--- src/rtl/rf_write_arbiter_pkg.sv ---
// Shared constants and port-select encoding for the
// register-file writeback arbiter.
package rf_write_arbiter_pkg;

  localparam int RF_DATA_W   = 16;
  localparam int RF_ADDR_W   = 4;
  localparam int RF_NUM_REGS = 16;

  typedef enum logic {
    PORT_A = 1'b0,
    PORT_B = 1'b1
  } port_e;

endpackage

--- src/rtl/rr_arb2.sv ---
// Two-requester arbiter: oldest request first, ties by rr pointer.
// Ports: req_i/older_i per requester, hold_i freezes rr, gnt_o one-hot.
module rr_arb2
  import rf_write_arbiter_pkg::*;
(
  input  logic       clk,
  input  logic       rst_n,
  input  logic [1:0] req_i,
  input  logic [1:0] older_i,
  input  logic       hold_i,
  output logic [1:0] gnt_o
);

  port_e rr_q, rr_d;
  logic  tie;

  always_comb begin
    gnt_o = 2'b00;
    tie   = 1'b0;
    rr_d  = rr_q;
    unique case (req_i)
      2'b01: gnt_o = 2'b01;
      2'b10: gnt_o = 2'b10;
      2'b11: begin
        // Differing ages: the flag vector is itself one-hot.
        if (older_i[0] != older_i[1]) begin
          gnt_o = older_i;
        end else begin
          tie   = 1'b1;
          gnt_o = (rr_q == PORT_A) ? 2'b01 : 2'b10;
        end
      end
      default: gnt_o = 2'b00;
    endcase
    if (tie && !hold_i) begin
      rr_d = (rr_q == PORT_A) ? PORT_B : PORT_A;
    end
  end

  always_ff @(posedge clk or negedge rst_n) begin
    if (!rst_n) begin
      rr_q <= PORT_A;
    end else begin
      rr_q <= rr_d;
    end
  end

endmodule

--- src/rtl/rf_write_arbiter.sv ---
// Shares the register-file write port between ALU (A) and load (B).
// Ports: A/B valid-ready requests in, w_flag/write_code/w_data and pend_mask out.
module rf_write_arbiter
  import rf_write_arbiter_pkg::*;
#(
  parameter int DATA_W   = RF_DATA_W,
  parameter int ADDR_W   = RF_ADDR_W,
  parameter int NUM_REGS = RF_NUM_REGS
) (
  input  logic                clk,
  input  logic                rst_n,
  input  logic                flush,
  input  logic                a_valid,
  output logic                a_ready,
  input  logic [ADDR_W-1:0]   a_addr,
  input  logic [DATA_W-1:0]   a_data,
  input  logic                b_valid,
  output logic                b_ready,
  input  logic [ADDR_W-1:0]   b_addr,
  input  logic [DATA_W-1:0]   b_data,
  output logic                w_flag,
  output logic [ADDR_W-1:0]   write_code,
  output logic [DATA_W-1:0]   w_data,
  output logic [NUM_REGS-1:0] pend_mask
);

  logic [1:0]        hv_q, hv_d;
  logic [1:0]        older_q, older_d;
  logic [1:0]        vld_in, rdy, load, gnt;
  logic [ADDR_W-1:0] addr_q [2];
  logic [ADDR_W-1:0] addr_d [2];
  logic [ADDR_W-1:0] in_addr [2];
  logic [DATA_W-1:0] data_q [2];
  logic [DATA_W-1:0] data_d [2];
  logic [DATA_W-1:0] in_data [2];

  assign vld_in     = {b_valid, a_valid};
  assign in_addr[0] = a_addr;
  assign in_addr[1] = b_addr;
  assign in_data[0] = a_data;
  assign in_data[1] = b_data;

  rr_arb2 u_arb (
    .clk     (clk),
    .rst_n   (rst_n),
    .req_i   (hv_q),
    .older_i (older_q),
    .hold_i  (flush),
    .gnt_o   (gnt)
  );

  // A hold frees up on the same edge its entry is written.
  assign rdy     = ~{2{flush}} & (~hv_q | gnt);
  assign load    = vld_in & rdy;
  assign a_ready = rdy[0];
  assign b_ready = rdy[1];

  always_comb begin
    hv_d    = hv_q;
    older_d = older_q;
    addr_d  = addr_q;
    data_d  = data_q;
    for (int p = 0; p < 2; p++) begin
      if (flush) begin
        hv_d[p]    = 1'b0;
        older_d[p] = 1'b0;
      end else if (load[p]) begin
        hv_d[p]    = 1'b1;
        older_d[p] = 1'b0;
        addr_d[p]  = in_addr[p];
        data_d[p]  = in_data[p];
      end else if (gnt[p]) begin
        hv_d[p]    = 1'b0;
        older_d[p] = 1'b0;
      end else if (hv_q[p] && load[1-p]) begin
        // A newer entry arrived behind this waiting one.
        older_d[p] = 1'b1;
      end
    end
  end

  always_ff @(posedge clk or negedge rst_n) begin
    if (!rst_n) begin
      hv_q    <= '0;
      older_q <= '0;
      addr_q  <= '{default: '0};
      data_q  <= '{default: '0};
    end else begin
      hv_q    <= hv_d;
      older_q <= older_d;
      addr_q  <= addr_d;
      data_q  <= data_d;
    end
  end

  assign w_flag = (|gnt) & ~flush;

  always_comb begin
    write_code = '0;
    w_data     = '0;
    unique case (1'b1)
      gnt[0]: begin
        write_code = addr_q[0];
        w_data     = data_q[0];
      end
      gnt[1]: begin
        write_code = addr_q[1];
        w_data     = data_q[1];
      end
      default: ;
    endcase
  end

  always_comb begin
    pend_mask = '0;
    for (int p = 0; p < 2; p++) begin
      if (hv_q[p]) pend_mask[addr_q[p]] = 1'b1;
    end
  end

endmodule

--- config.mk ---
export PLATFORM = sky130hd
export DESIGN_NAME = rf_write_arbiter
export DESIGN_NICKNAME = d
export VERILOG_FILES = /design/src/rtl/rf_write_arbiter_pkg.sv /design/src/rtl/rr_arb2.sv /design/src/rtl/rf_write_arbiter.sv
export SDC_FILE = /design/constraint.sdc
export NUM_CORES = 1
export LEC_CHECK = 0
export BUFFER_PORTS_ARGS = -buffer_cell sky130_fd_sc_hd__buf_4
export CAP_MARGIN = 10
export CORE_MARGIN = 1.5
export CORE_UTILIZATION = 25
export CTS_BUF_LIST = sky130_fd_sc_hd__clkbuf_4 sky130_fd_sc_hd__clkbuf_8
export DETAILED_ROUTE_END_ITERATION = 8
export SYNTH_ARGS = -nofsm -noshare
export SYNTH_HDL_FRONTEND = slang
export SYNTH_SLANG_ARGS = --single-unit
--- constraint.sdc ---
create_clock -name clk -period 2.1 [get_ports clk]
set_clock_uncertainty 0.05 [all_clocks]
set_input_delay 0 -clock clk [delete_from_list [all_inputs] [get_ports clk]]
set_output_delay 0 -clock clk [all_outputs]
set_load 0.03 [all_outputs]
# After elaboration in Yosys (flattened, before gate mapping)
# Index checks and enable logic that the tools add are counted.
word_totals:
  ff_bits: 45
  latchBits: 0
  ram_bits: 0
  romBits: 0
  in_bits: 45
  memories: 0
op_classes:
  n_addsub: 0
  multipliers: 0
  div: 0
  order_cmp: 4
  eq_ne: 4
  shifts: 0
  mux: 28
  n_bitwise: 8
  reduce_logical: 13
op_table:
  columns: ["op", "n"]
  rows:
  - ["$mux 16", 2]
  - ["$pmux 16 s2", 1]
  - ["$mux 1", 19]
  - ["$or 16x16->16", 1]
  - ["$lt 4x5->1 const B", 2]
  - ["$demux 1 s4", 2]
  - ["$ge 4x1->1 const B", 2]
  - ["$pmux 4 s2", 1]
  - ["$reduce_bool 4->1", 2]
  - ["$pmux 2 s3", 1]
  - ["$reduce_bool 3->1", 2]
  - ["$logic_and 1x1->1", 5]
  - ["$and 2x2->2", 2]
  - ["$eq 2x2->1 const B", 2]
  - ["$mux 2", 2]
  - ["$not 2->2", 2]
  - ["$reduce_and 2->1", 2]
  - ["$eq 2x1->1 const B", 1]
  - ["$or 2x2->2", 1]
  - ["$reduce_or 2->1", 1]
  - ["$and 1x1->1", 1]
  - ["$logic_not 1->1", 1]
  - ["$ne 1x1->1", 1]
  - ["$not 1->1", 1]

# Depth between registers and ports, before layout
# Gate-level depths: netlist (run 1).
depth:
  word_depth: 11
  mapped_depth: 6
  ltp_nobuf: 3

# Hierarchy
# Synthesis (run 1) repeated with hierarchy kept, for this count alone.
unflattened:
  cells_unflattened: 175
  area_unflattened_um2: 2252.2
modules_own_cells:
  columns: ["module", "instances", "cells_per_inst", "area_each_um2", "seq_area_each_um2"]
  rows:
  - ["rf_write_arbiter", 1, 165, 2149.6, 1101.1]
  - ["rr_arb2", 1, 10, 102.6, 25.0]

# Worst setup path before layout (run 1)
# Ideal clock, no wire load.
synth_path:
  path_type: "reg-to-reg"
  from: "register hv_q[1]"
  to: "register addr_q[1] in the netlist's numbering"
  setup_time_ns: 0.125
  arrival_ns: 1.601
  required_time_ns: 1.925
  setup_slack_ns: 0.324
  path_stages_with_launch: 7
  path_buffers: 3
  synth_period_minus_slack_ns: 1.776
  path_cell_list: "dfrtp_1 buf_6 and2_4 buf_6 a311oi_4 buf_6 mux2_4"
synth_between:
  elab_chain_len: 6
  word_cells_on_any_way: 9
  classes_between: "3 x eq/ne; 1 x mux; 4 x bitwise; 1 x reduce/logical"
synth_lines:
  columns: ["element", "line", "rtl"]
  rows:
  - ["from (decl)", "rf_write_arbiter.sv:27", "logic [1:0] hv_q, hv_d;"]
  - ["from (signal assigned)", "rf_write_arbiter.sv:89", "hv_q <= hv_d;"]
  - ["$eq 2x2->1 or $eq 2x1->1 (tied branches)", "rr_arb2.sv:21", "unique case (req_i)"]
  - ["$pmux 2 s3", "rr_arb2.sv:21", null]
  - ["$or 2x2->2 (*)", "rf_write_arbiter.sv:53", "assign rdy = ~{2{flush}} & (~hv_q | gnt);"]
  - ["$and 2x2->2 (*)", "rf_write_arbiter.sv:53", null]
  - ["$and 2x2->2 (*)", "rf_write_arbiter.sv:54", "assign load = vld_in & rdy;"]
  - ["$reduce_and 2->1 (no line) (*)", null, null]
  - ["to (signal assigned)", "rf_write_arbiter.sv:91", "addr_q <= addr_d;"]
  - ["to (decl)", "rf_write_arbiter.sv:30", "logic [ADDR_W-1:0] addr_q [2];"]
# Every way passes the cells marked *; elsewhere a longest branch is shown, timed or not.
# A chain may end at the register's enable or synchronous reset.

# Worst setup path in the final report (run 1)
layout_path:
  from: "register older_q[1]"
  to: "output port w_data[1]"
layout_between:
  elab_chain_len: 4
layout_lines:
  columns: ["element", "line", "rtl"]
  rows:
  - ["from (decl)", "rf_write_arbiter.sv:28", "logic [1:0] older_q, older_d;"]
  - ["from (signal assigned)", "rf_write_arbiter.sv:90", "older_q <= older_d;"]
  - ["$ne 1x1->1", "rr_arb2.sv:26", "if (older_i[0] != older_i[1]) begin"]
  - ["$mux 2 (*)", "rr_arb2.sv:26", null]
  - ["$pmux 2 s3 (*)", "rr_arb2.sv:21", null]
  - ["$pmux 16 s2 (*)", "rf_write_arbiter.sv:101", "unique case (1'b1)"]
  - ["to (decl)", "rf_write_arbiter.sv:23", "output logic [DATA_W-1:0] w_data,"]
# Marked as above.

==> results.sh, run 1 <==
export IMPL_grt_max_degree=46
export IMPL_die_y_um=101
export IMPL_wire_per_inst_um=14.6
export IMPL_setup_violations=0
export IMPL_start_util_pct=25.8
export IMPL_portBuffers=83
export IMPL_die_area_um2=10200
export IMPL_cts_max_level=2
export IMPL_synth_fp_nets=231
export IMPL_cts_resized=0
export IMPL_cp_required_ps=2050
export IMPL_fmax_mhz=524
export IMPL_cp_end_kind="output pin"
export IMPL_final_hold_violation_count=0
export IMPL_synth_most_common_cell="dfrtp_1"
export IMPL_dp_slack_ps=252
export IMPL_viasPerCell=4.59
export IMPL_root_buffer="clkbuf_8"
export IMPL_drc=0
export IMPL_ant_nets=0
export IMPL_status="complete, no violations"
export IMPL_multi_input_area_um2=1160
export IMPL_row_count=35
export IMPL_r2r_setup_slack_ps=250
export IMPL_drtPass1Iterations=4
export IMPL_place_hpwl_mm=4.48
export IMPL_hold_class="input pin to register"
export IMPL_vias=2040
export IMPL_yosysWarnings=0
export IMPL_grt_pass1_vias=2113
export IMPL_path_max_fanout=11
export IMPL_synthTopCellsByArea="dfrtp_1 47%, mux2_4 12%, mux2_1 9.4%"
export IMPL_rr_worst_depth=4
export IMPL_insertion_delay_ps=280
export IMPL_fin_tns_setup_ps=0
export IMPL_wl_mm=6.49
export IMPL_power_leakage_nw=1.65
export IMPL_yosysTopAreaCell="dfrtp_1"
export IMPL_syn_cell_area_um2=2400
export IMPL_synth_main_ff_cell="dfrtp_1"
export IMPL_crit_type="register to output pin"
export IMPL_final_min_clock_period_ps=1910
export IMPL_worst_slack_ps=190
export IMPL_fillers=929
export IMPL_synth_distinct_cells=38
export IMPL_worstHoldStart="b_valid"
export IMPL_synth_yosys_seq_area_share_pct=47.0
export IMPL_clock_sinks=45
export IMPL_clk_pin_slew_worst_paths_ps=70
export IMPL_powerDensity_nw_per_um2=685
export IMPL_cts_tree="built"
export IMPL_min_path_cells=3
export IMPL_drtIter0Drc=81
export IMPL_start_kind="register"
export IMPL_core_um2=9280
export IMPL_overflow=0
export IMPL_synth_commonest_cells="45 x dfrtp_1, 20 x mux2_1, 19 x mux2_4, 18 x a22o_1, 16 x o22ai_1"
export IMPL_numCtsBuffers=5
export IMPL_slew_headroom_pct=60.6
export IMPL_synth_avg_cell_area_um2=12.9
export IMPL_fin_nets=360
export IMPL_grt_pass1_wl_mm=10.6
export IMPL_syn_inst=186
export IMPL_worstMarginPinSlew_ps=591
export IMPL_antenna_cells=0
export IMPL_rr_startpoint="older_q[0]"
export IMPL_maxCapViolations=0
export IMPL_synth_edff_count=0
export IMPL_crit_arrival_ps=1860
export IMPL_die_x_um=101
export IMPL_whs_endpoint="hv_q[1]"
export IMPL_synth_seq_cells=45
export IMPL_timing_rr_end="addr_q[0]"
export IMPL_gp_routability_congestion=0.870
export IMPL_num_io_pins=84
export IMPL_rsz0062_at_grt="false"
export IMPL_grt_usage_pct=13.1
export IMPL_antenna_found_initial=0
export IMPL_vdd_ir_drop_max_v=0.000312
export IMPL_regArea_um2=1130
export IMPL_clock_path_buffers=2
export IMPL_drive_above_1_share_pct=40.6
export IMPL_drv_slew=0
export IMPL_async_reset_ff_share_pct=100
export IMPL_area_growth_pct=53.2
export IMPL_yosysTopAreaCellShare_pct=47.0
export IMPL_finalCritPeriodShare_pct=90.9
[stage by stage]
| step | area [um^2] | cells | hold slack (ps) | power (mW) | util, % |
|---|---|---|---|---|---|
| 2_1_floorplan | 2400 | 186 | -346 | 1.64 | - |
| 3_3_place_gp | 3150 | 394 | -3.03 | 1.90 | 33.9 |
| 3_5_place_dp | 3150 | 394 | -4.57 | 1.92 | 33.9 |
| 4_1_cts | 3670 | 444 | 11.2 | 2.55 | 39.5 |
| 5_1_grt | 3670 | 444 | 68.4 | 2.66 | 39.5 |
| 6_report | 3670 | 444 | 20.3 | 2.51 | 39.5 |
[state kept, by name (all words and copies together), names as in the netlist]
signal and cells:
addr_q 8, older_q 2, hv_q 2, u_arb.rr_q 1
data_q 32
[placed cells by master, fill, tap and decap left out, drive strengths merged, types with 2 or more instances in the layout]
cell	instances
a21oi	4
a22o	18
a311oi	2
a31oi	4
and2	2
buf	90
clkbuf	7
dfrtp	45
dlygate4sd3	43
inv	4
mux2	40
nand2	7
nand2b	5
nand3	5
nand3b	3
o22ai	16
or2	4
or3	2
or4	2
xor2	2
[power by group]
part / total, mW / leakage (nW) / switching [mW] / internal (mW)
Clock: 0.548 / 0.0477 / 0.274 / 0.274
Sequential: 1.12 / 0.535 / 0.114 / 1.00
Combinational: 0.849 / 1.06 / 0.418 / 0.431
[cells by family (layout without fill, tap and decap cells)]
kind of cell | Yosys count | count (layout) | synth area share (%)
AND/OR/NAND/NOR | 33 | 33 | 8.09
buffers and inverters | 15 | 144 | 4.65
flip-flops | 45 | 45 | 47.0
AO/OA/AOI/OAI | 51 | 51 | 17.8
multiplexers | 40 | 40 | 21.8
XOR/XNOR | 2 | 2 | 0.731
[metal layers]
metal	global-route usage, %	wire, um
met5	0	0
met4	2.35	22
met3	2.70	327
met2	22.1	3120
met1	17.4	3010
[critical path: stages (launching register included)]
cell and delay, ps:
dfrtp_1 460, o21bai_2 370, a31oi_2 160, buf_4 200, a22o_1 200, buf_4 170
[what timing repair did]
item	4_1_cts	5_1_grt
endpoints found under the setup margin	0	0
setup buffers	0	0
endpoints found under the hold margin	89	0
hold buffers	43	0
[cell type report]
cell class	instances	area share (%)
clock buffers	7	2.45
inverters	4	0.409
well taps	129	4.40
repair buffers	133	30.5
multi-input cells	126	31.6
flip-flops and latches	45	30.7
[worst max path at each step]
stage                     from         end  slack (ps)  cells after the start
finish              older_q[1]   w_data[1]         190                      5
CTS                 older_q[1]   w_data[1]         180                      5
global route        older_q[1]   w_data[1]          50                      5
floorplan              hv_q[1]   addr_q[1]         320                      6
detailed placement  older_q[0]  data_q[17]         250                      3
global placement    older_q[0]   addr_q[0]         300                      4
(Power assumes the default switching activity.)
==> run 2: changes to the inputs <==
--- a/config.mk
+++ b/config.mk
@@ -13,4 +13,5 @@
 export DETAILED_ROUTE_END_ITERATION = 8
 export SYNTH_ARGS = -nofsm -noshare
 export SYNTH_HDL_FRONTEND = slang
+export SYNTH_HIERARCHICAL = 1
 export SYNTH_SLANG_ARGS = --single-unit
==> results.sh, run 2 <==
export IMPL_overflow=0
export IMPL_synth_fp_nets=220
export IMPL_yosysWarnings=6
export IMPL_path_common_cell="nor2b_4"
export IMPL_synth_main_ff_cell="dfrtp_1"
export IMPL_grt_pass1_wl_mm=10.2
export IMPL_place_hpwl_mm=4.05
export IMPL_root_buffer="clkbuf_8"
export IMPL_start_kind="register"
export IMPL_worstMarginPinSlew_ps=582
export IMPL_worst_slack_ps=114
export IMPL_grt_pass1_vias=2013
export IMPL_synth_commonest_cells="45 x dfrtp_1, 38 x mux2_2, 20 x a22o_1, 12 x o22ai_1, 10 x nor2_1"
export IMPL_async_reset_ff_share_pct=100
export IMPL_drv_slew=0
export IMPL_whs_ps=52.8
export IMPL_syn_cell_area_um2=2250
export IMPL_fin_nets=353
export IMPL_yosysTopAreaCell="dfrtp_1"
export IMPL_antenna_cells=0
export IMPL_final_min_clock_period_ps=1990
export IMPL_powerDensity_nw_per_um2=746
export IMPL_critical_path_top_delay_family="simple AND/OR/NAND/NOR gates"
export IMPL_ant_nets=0
export IMPL_dp_slack_ps=82.9
export IMPL_vias=1974
export IMPL_power_leakage_nw=1.60
export IMPL_yosysTopAreaCellShare_pct=50.0
export IMPL_rr_startpoint="older_q[0]"
export IMPL_synthTopCellsByArea="dfrtp_1 50%, mux2_2 19%, a22o_1 7.8%"
export IMPL_die_area_um2=9590
export IMPL_synth_seq_cells=45
export IMPL_cp_end_kind="register"
export IMPL_total_power_mw=2.66
export IMPL_fin_tns_setup_ps=0
export IMPL_start_util_pct=25.8
export IMPL_final_cell_mix="87 x buf_4, 45 x dfrtp_1, 45 x dlygate4sd3_1, 38 x mux2_2, 20 x a22o_1"
export IMPL_viasPerCell=4.73
export IMPL_synth_avg_cell_area_um2=12.9
export IMPL_drc=0
export IMPL_status="complete, no violations"
export IMPL_finalCritPeriodShare_pct=94.6
export IMPL_insertion_delay_ps=290
export IMPL_clock_sinks=45
export IMPL_startpoint="older_q[0]"
export IMPL_core_um2=8720
export IMPL_path_cells="nor2b_4 > o21ai_1 > a21oi_2 > nor2b_4 > nor3b_4 > buf_12 > mux2_2"
export IMPL_cts_tree="built"
export IMPL_cp_required_ps=2230
export IMPL_clock_path_buffers=2
export IMPL_vdd_ir_drop_max_v=0.000330
export IMPL_grt_max_degree=46
export IMPL_synth_yosys_seq_area_share_pct=50.0
export IMPL_path_max_fanout=21
export IMPL_die_y_um=97.9
export IMPL_num_io_pins=84
export IMPL_wire_per_inst_um=14.6
export IMPL_largest_registers="data_q x32, addr_q x8"
export IMPL_gp_routability_congestion=0.787
export IMPL_worstHoldStart="flush"
export IMPL_numCtsBuffers=5
export IMPL_setup_violations=0
export IMPL_crit_type="register to register"
export IMPL_portBuffers=83
export IMPL_synth_distinct_cells=26
export IMPL_slew_headroom_pct=61.2
export IMPL_clk_pin_slew_worst_paths_ps=90
export IMPL_antenna_found_initial=0
export IMPL_final_hold_violation_count=0
export IMPL_crit_arrival_ps=2120
export IMPL_maxCapViolations=0
export IMPL_drtPass1Iterations=4
export IMPL_area_growth_pct=58.2
export IMPL_row_count=34
export IMPL_hold_class="input pin to register"
export IMPL_slowest_stage="dfrtp_1"
export IMPL_wl_mm=6.10
export IMPL_syn_inst=175
export IMPL_rsz0062_at_grt="false"
export IMPL_grt_usage_pct=13.2
export IMPL_fmax_mhz=503
export IMPL_synth_edff_count=0
export IMPL_cp_num_buf_inv=1
export IMPL_fillers=838
export IMPL_drive_above_1_share_pct=48.5
export IMPL_cpPeakStageDelay_ps=440
export IMPL_layout_commonest_cell="buf_4"
export IMPL_cts_max_level=2
export IMPL_top_register="data_q"
export IMPL_largest_reg_flops=32
export IMPL_die_x_um=97.9
export IMPL_drtIter0Drc=82
export IMPL_synth_most_common_cell="dfrtp_1"
==> run 2: changes by cell type after synthesis, sizes merged, moves of 3 or more <==
| cell | change |
|---|---|
| nor2b | +4 |
| a21oi | -3 |
| a31oi | -4 |
| nor2 | +10 |
| nand2 | -5 |
| clkbuf | +3 |
| o32ai | +4 |
| buf | -5 |
| o22ai | -4 |
==> run 2: final cells by class <==
cell class,instances,area (um^2),share of cell area (%)
Clock buffer,7,83.8,2.35
Clock inverter,1,7.51,0.211
Inverter,3,11.3,0.316
Multi-Input combinational cell,118,1050,29.6
Sequential cell,45,1130,31.6
Tap cell,108,135,3.79
Timing Repair Buffer,135,1150,32.2
==> run 2: timing repair <==
action,in CTS,in global routing
endpoints found under the hold margin,87,0
buffers inserted,0,0
setup endpoints to repair,0,43
hold buffers,45,0
gates resized for setup,0,3
==> run 2: path summary, 6_finish.rpt <==
check | end | slack [ps] | cells after the start
worst max-delay path | data_q[1] | 110 | 7
worst min-delay path | older_q[0] | 50 | 3
worst max register to register | data_q[1] | 110 | 7
worst min register to register | u_arb/rr_q | 440 | 1
max in group asynchronous | data_q[30] | 1390 | 2
min in group asynchronous | addr_q[0] | 220 | 2
==> run 2: kinds of logic after synthesis <==
| kind of cell | share of synthesized area (%) |
|---|---|
| simple gates | 11.4 |
| mux | 20.3 |
| xor+xnor | 0.389 |
| compound gates | 14.4 |
| flops | 50.0 |
| buf+inv | 3.39 |
==> run 2: metrics by stage <==
| step | cell area (um^2) | std cells | utilization (%) |
|---|---|---|---|
| 4_1_cts | 3560 | 417 | 40.8 |
| 2_1_floorplan | 2250 | 175 | - |
| 6_report | 3560 | 417 | 40.9 |
| 3_3_place_gp | 3010 | 364 | 34.6 |
| 3_5_place_dp | 3010 | 364 | 34.6 |
| 5_1_grt | 3560 | 417 | 40.9 |
==> run 2: routing by layer <==
layer | vias to the layer above | track usage, % | share of wire, %
met5 | - | 0 | 0
met4 | 0 | 2.97 | 0.52
met3 | 4 | 3.29 | 6.0
met2 | 74 | 21.8 | 48
met1 | 966 | 17.5 | 45
li1 | 930 | - | -
==> run 2: worst register-to-register path, delay by kind of cell (launching register included) <==
| family | cells | cell delay (ps) |
|---|---|---|
| AO/OA/AOI/OAI | 2 | 340 |
| buffers and inverters | 1 | 210 |
| AND/OR/NAND/NOR | 3 | 460 |
| multiplexers | 1 | 370 |
| flip-flops | 1 | 440 |
==> run 2: power by group <==
| part | internal, mW | leakage [nW] | switching, mW |
|---|---|---|---|
| Combinational | 0.482 | 1.02 | 0.487 |
| Sequential | 1.03 | 0.535 | 0.116 |
| Clock | 0.262 | 0.0453 | 0.288 |
| Total | 1.77 | 1.60 | 0.891 |
==> run 3: changes to the inputs <==
--- a/config.mk
+++ b/config.mk
@@ -5,11 +5,13 @@
 export SDC_FILE = /design/constraint.sdc
 export NUM_CORES = 1
 export LEC_CHECK = 0
+export ABC_AREA = 1
 export BUFFER_PORTS_ARGS = -buffer_cell sky130_fd_sc_hd__buf_4
 export CAP_MARGIN = 10
 export CORE_MARGIN = 1.5
 export CORE_UTILIZATION = 25
 export CTS_BUF_LIST = sky130_fd_sc_hd__clkbuf_4 sky130_fd_sc_hd__clkbuf_8
+export CTS_CLUSTER_DIAMETER = 30
 export DETAILED_ROUTE_END_ITERATION = 8
 export SYNTH_ARGS = -nofsm -noshare
 export SYNTH_HDL_FRONTEND = slang
==> constraint.sdc (replaced) <==
create_clock -name clk -period 1.8 [get_ports clk]
set_clock_uncertainty 0.05 [all_clocks]
set_input_delay 0 -clock clk [delete_from_list [all_inputs] [get_ports clk]]
set_output_delay 0 -clock clk [all_outputs]
set_load 0.03 [all_outputs]
==> results.sh, run 3 <==
export IMPL_status="complete, no violations"
export IMPL_syn_cell_area_um2=2470
export IMPL_placed_cell_area_um2=3240
export IMPL_insertion_delay_ps=310
export IMPL_final_min_clock_period_ps=1750
export IMPL_clock_sinks=45
export IMPL_p_sw_mw=1.28
export IMPL_gp_routability_congestion=0.897
export IMPL_synth_yosys_seq_area_share_pct=45.6
export IMPL_numCtsBuffers=5
export IMPL_rsz0062_at_grt="true"
export IMPL_row_count=36
export IMPL_die_x_um=102
export IMPL_design_area_um2=3980
export IMPL_slew_headroom_pct=60.8
export IMPL_die_y_um=102
export IMPL_synth_fp_nets=359
export IMPL_area_growth_pct=61.3
export IMPL_ant_nets=0
export IMPL_wire_per_inst_um=14.4
export IMPL_largest_reg_flops=32
export IMPL_powerDensity_nw_per_um2=899
export IMPL_intPower_mw=2.30
export IMPL_fin_nets=494
export IMPL_layout_commonest_cell="nand2_1"
export IMPL_drtIter0Drc=206
export IMPL_synth_seq_cells=45
export IMPL_pwr_share_comb_pct=37.1
export IMPL_syn_inst=314
export IMPL_portBuffers=83
export IMPL_wl_mm=8.40
export IMPL_core_um2=9680
export IMPL_final_cell_mix="108 x nand2_1, 95 x buf_4, 53 x nand3_1, 44 x dfrtp_1, 42 x dlygate4sd3_1"
export IMPL_antenna_cells=0
export IMPL_drv_slew=0
export IMPL_num_io_pins=84
export IMPL_finalCritPeriodShare_pct=97.5
export IMPL_yosysWarnings=6
export IMPL_vias=2655
export IMPL_dp_cells=524
export IMPL_path_max_fanout=8
export IMPL_clock_path_buffers=2
export IMPL_cts_tree="built"
export IMPL_drc=0
export IMPL_maxCapViolations=0
export IMPL_synth_main_ff_cell="dfrtp_1"
export IMPL_start_util_pct=25.5
export IMPL_grt_pass1_wl_mm=12.7
export IMPL_power_leakage_nw=2.01
export IMPL_overflow=0
export IMPL_rr_worst_depth=11
export IMPL_crit_arrival_ps=1700
export IMPL_clk_pin_slew_worst_paths_ps=100
export IMPL_drive_above_1_share_pct=29.8
export IMPL_largest_registers="data_q x32, addr_q x8"
export IMPL_cp_end_kind="output pin"
export IMPL_start_kind="register"
export IMPL_sequentialPowerShare_pct=37.3
export IMPL_final_hold_violation_count=0
export IMPL_synth_most_common_cell="nand2_1"
export IMPL_synth_edff_count=0
export IMPL_grt_max_degree=46
export IMPL_top_register="data_q"
export IMPL_grt_usage_pct=15.8
export IMPL_switching_share_pct=35.7
export IMPL_stdcell_count=583
export IMPL_root_buffer="clkbuf_8"
export IMPL_synth_avg_cell_area_um2=7.86
export IMPL_synth_commonest_cells="110 x nand2_1, 53 x nand3_1, 45 x dfrtp_1, 21 x inv_1, 16 x a22o_1"
export IMPL_yosysTopAreaCell="dfrtp_1"
export IMPL_viasPerCell=4.55
export IMPL_clkPwrFrac_pct=25.6
export IMPL_async_reset_ff_share_pct=100
export IMPL_worstMarginPinSlew_ps=589
export IMPL_setup_violations=0
export IMPL_vdd_ir_drop_max_v=0.000351
export IMPL_synth_distinct_cells=22
export IMPL_crit_type="register to output pin"
export IMPL_yosysTopAreaCellShare_pct=45.6
export IMPL_hold_class="input pin to register"
export IMPL_place_hpwl_mm=5.48
export IMPL_grt_pass1_vias=2542
export IMPL_cts_max_level=2
export IMPL_antenna_found_initial=0
export IMPL_synthTopCellsByArea="dfrtp_1 46%, nand2_1 17%, nand3_1 11%"
export IMPL_cp_required_ps=1750
export IMPL_die_area_um2=10500
export IMPL_fillers=959
export IMPL_fmax_mhz=570
export IMPL_min_path_cells=3
export IMPL_drtPass1Iterations=4
-- run 3: cell types whose count changed after synthesis, sizes merged, moves of 4 or more --
cell	before	now
nor2b	5	0
o22ai	12	4
nand2b	5	0
nand3	6	55
mux2	40	0
buf	5	15
a21oi	1	9
a22o	20	16
inv	3	24
o21ai	1	16
o32ai	4	0
nand2	2	110
-- run 3: final timing paths --
kind / start / endpoint / slack (ps)
max in group asynchronous: rst_n / older_q[1] / 1080
hold / removal: b_valid / hv_q[1] / 10
min in group asynchronous: rst_n / hv_q[0] / 170
setup reg to reg: older_q[0] / data_q[2] / 80
setup / recovery: older_q[1] / w_data[0] / 50
hold reg to reg: data_q[25] / data_q[25] / 430
-- run 3: layer usage --
metal	part of all wire (%)	GRT usage, %
met5	0	0
met4	1.2	4.53
met3	5.6	2.60
met2	49	25.9
met1	44	21.4
-- run 3: through the flow --
| step | power, mW | TNS (ps) | setup slack [ps] | hold slack (ps) | util, % |
|---|---|---|---|---|---|
| 2_1_floorplan | 2.06 | 0 | 236 | -346 | - |
| 3_3_place_gp | 2.47 | 0 | 232 | -5.02 | 33.4 |
| 3_5_place_dp | 2.49 | 0 | 184 | -2.35 | 33.4 |
| 4_1_cts | 3.49 | 0 | 10.1 | 1.49 | 39.3 |
| 5_1_grt | 3.78 | -736 | -61.9 | 32.8 | 41.1 |
| 6_report | 3.58 | 0 | 45.2 | 14.8 | 41.1 |
-- run 3: repair_timing --
action	4_1_cts	5_1_grt
gates resized for setup	3	21
hold buffers	42	0
setup endpoints to repair	16	25
cloned	0	3
endpoints found under the hold margin	89	0
setup buffers	0	6
pin swaps	0	5
-- run 3: kinds of logic (layout without fill, tap and decap cells) --
family                 count (synthesis)  after routing  synth area share [%]
buffers and inverters                 43            179                  9.18
AO/OA/AOI/OAI                         46             46                  13.3
AND/OR/NAND/NOR                      180            180                  31.9
flip-flops                            45             45                  45.6
-- run 3: cell type report --
type	count	area (um^2)	share of cell area (%)
Multi-Input combinational cell	226	1160	29.2
Clock inverter	3	65.1	1.64
Timing Repair Buffer	147	1290	32.5
Sequential cell	45	1130	28.3
Clock buffer	5	68.8	1.73
Inverter	24	97.6	2.45
Tap cell	133	166	4.18
-- run 3: power groups by stage --
stage,Clock [mW],Combinational (mW),Sequential (mW)
floorplan,0,0.747,1.31
global placement,0,1.13,1.34
detailed placement,0,1.15,1.35
CTS,0.933,1.23,1.33
global route,0.975,1.44,1.36
finish,0.917,1.33,1.33
-- run 3: critical path, stage by stage (launching register included) --
cell	delay [ps]
dfrtp_2	450
nor2_2	130
a21oi_2	40
nand2_1	100
nand2_4	100
clkbuf_16	180
a22o_4	240
buf_4	170
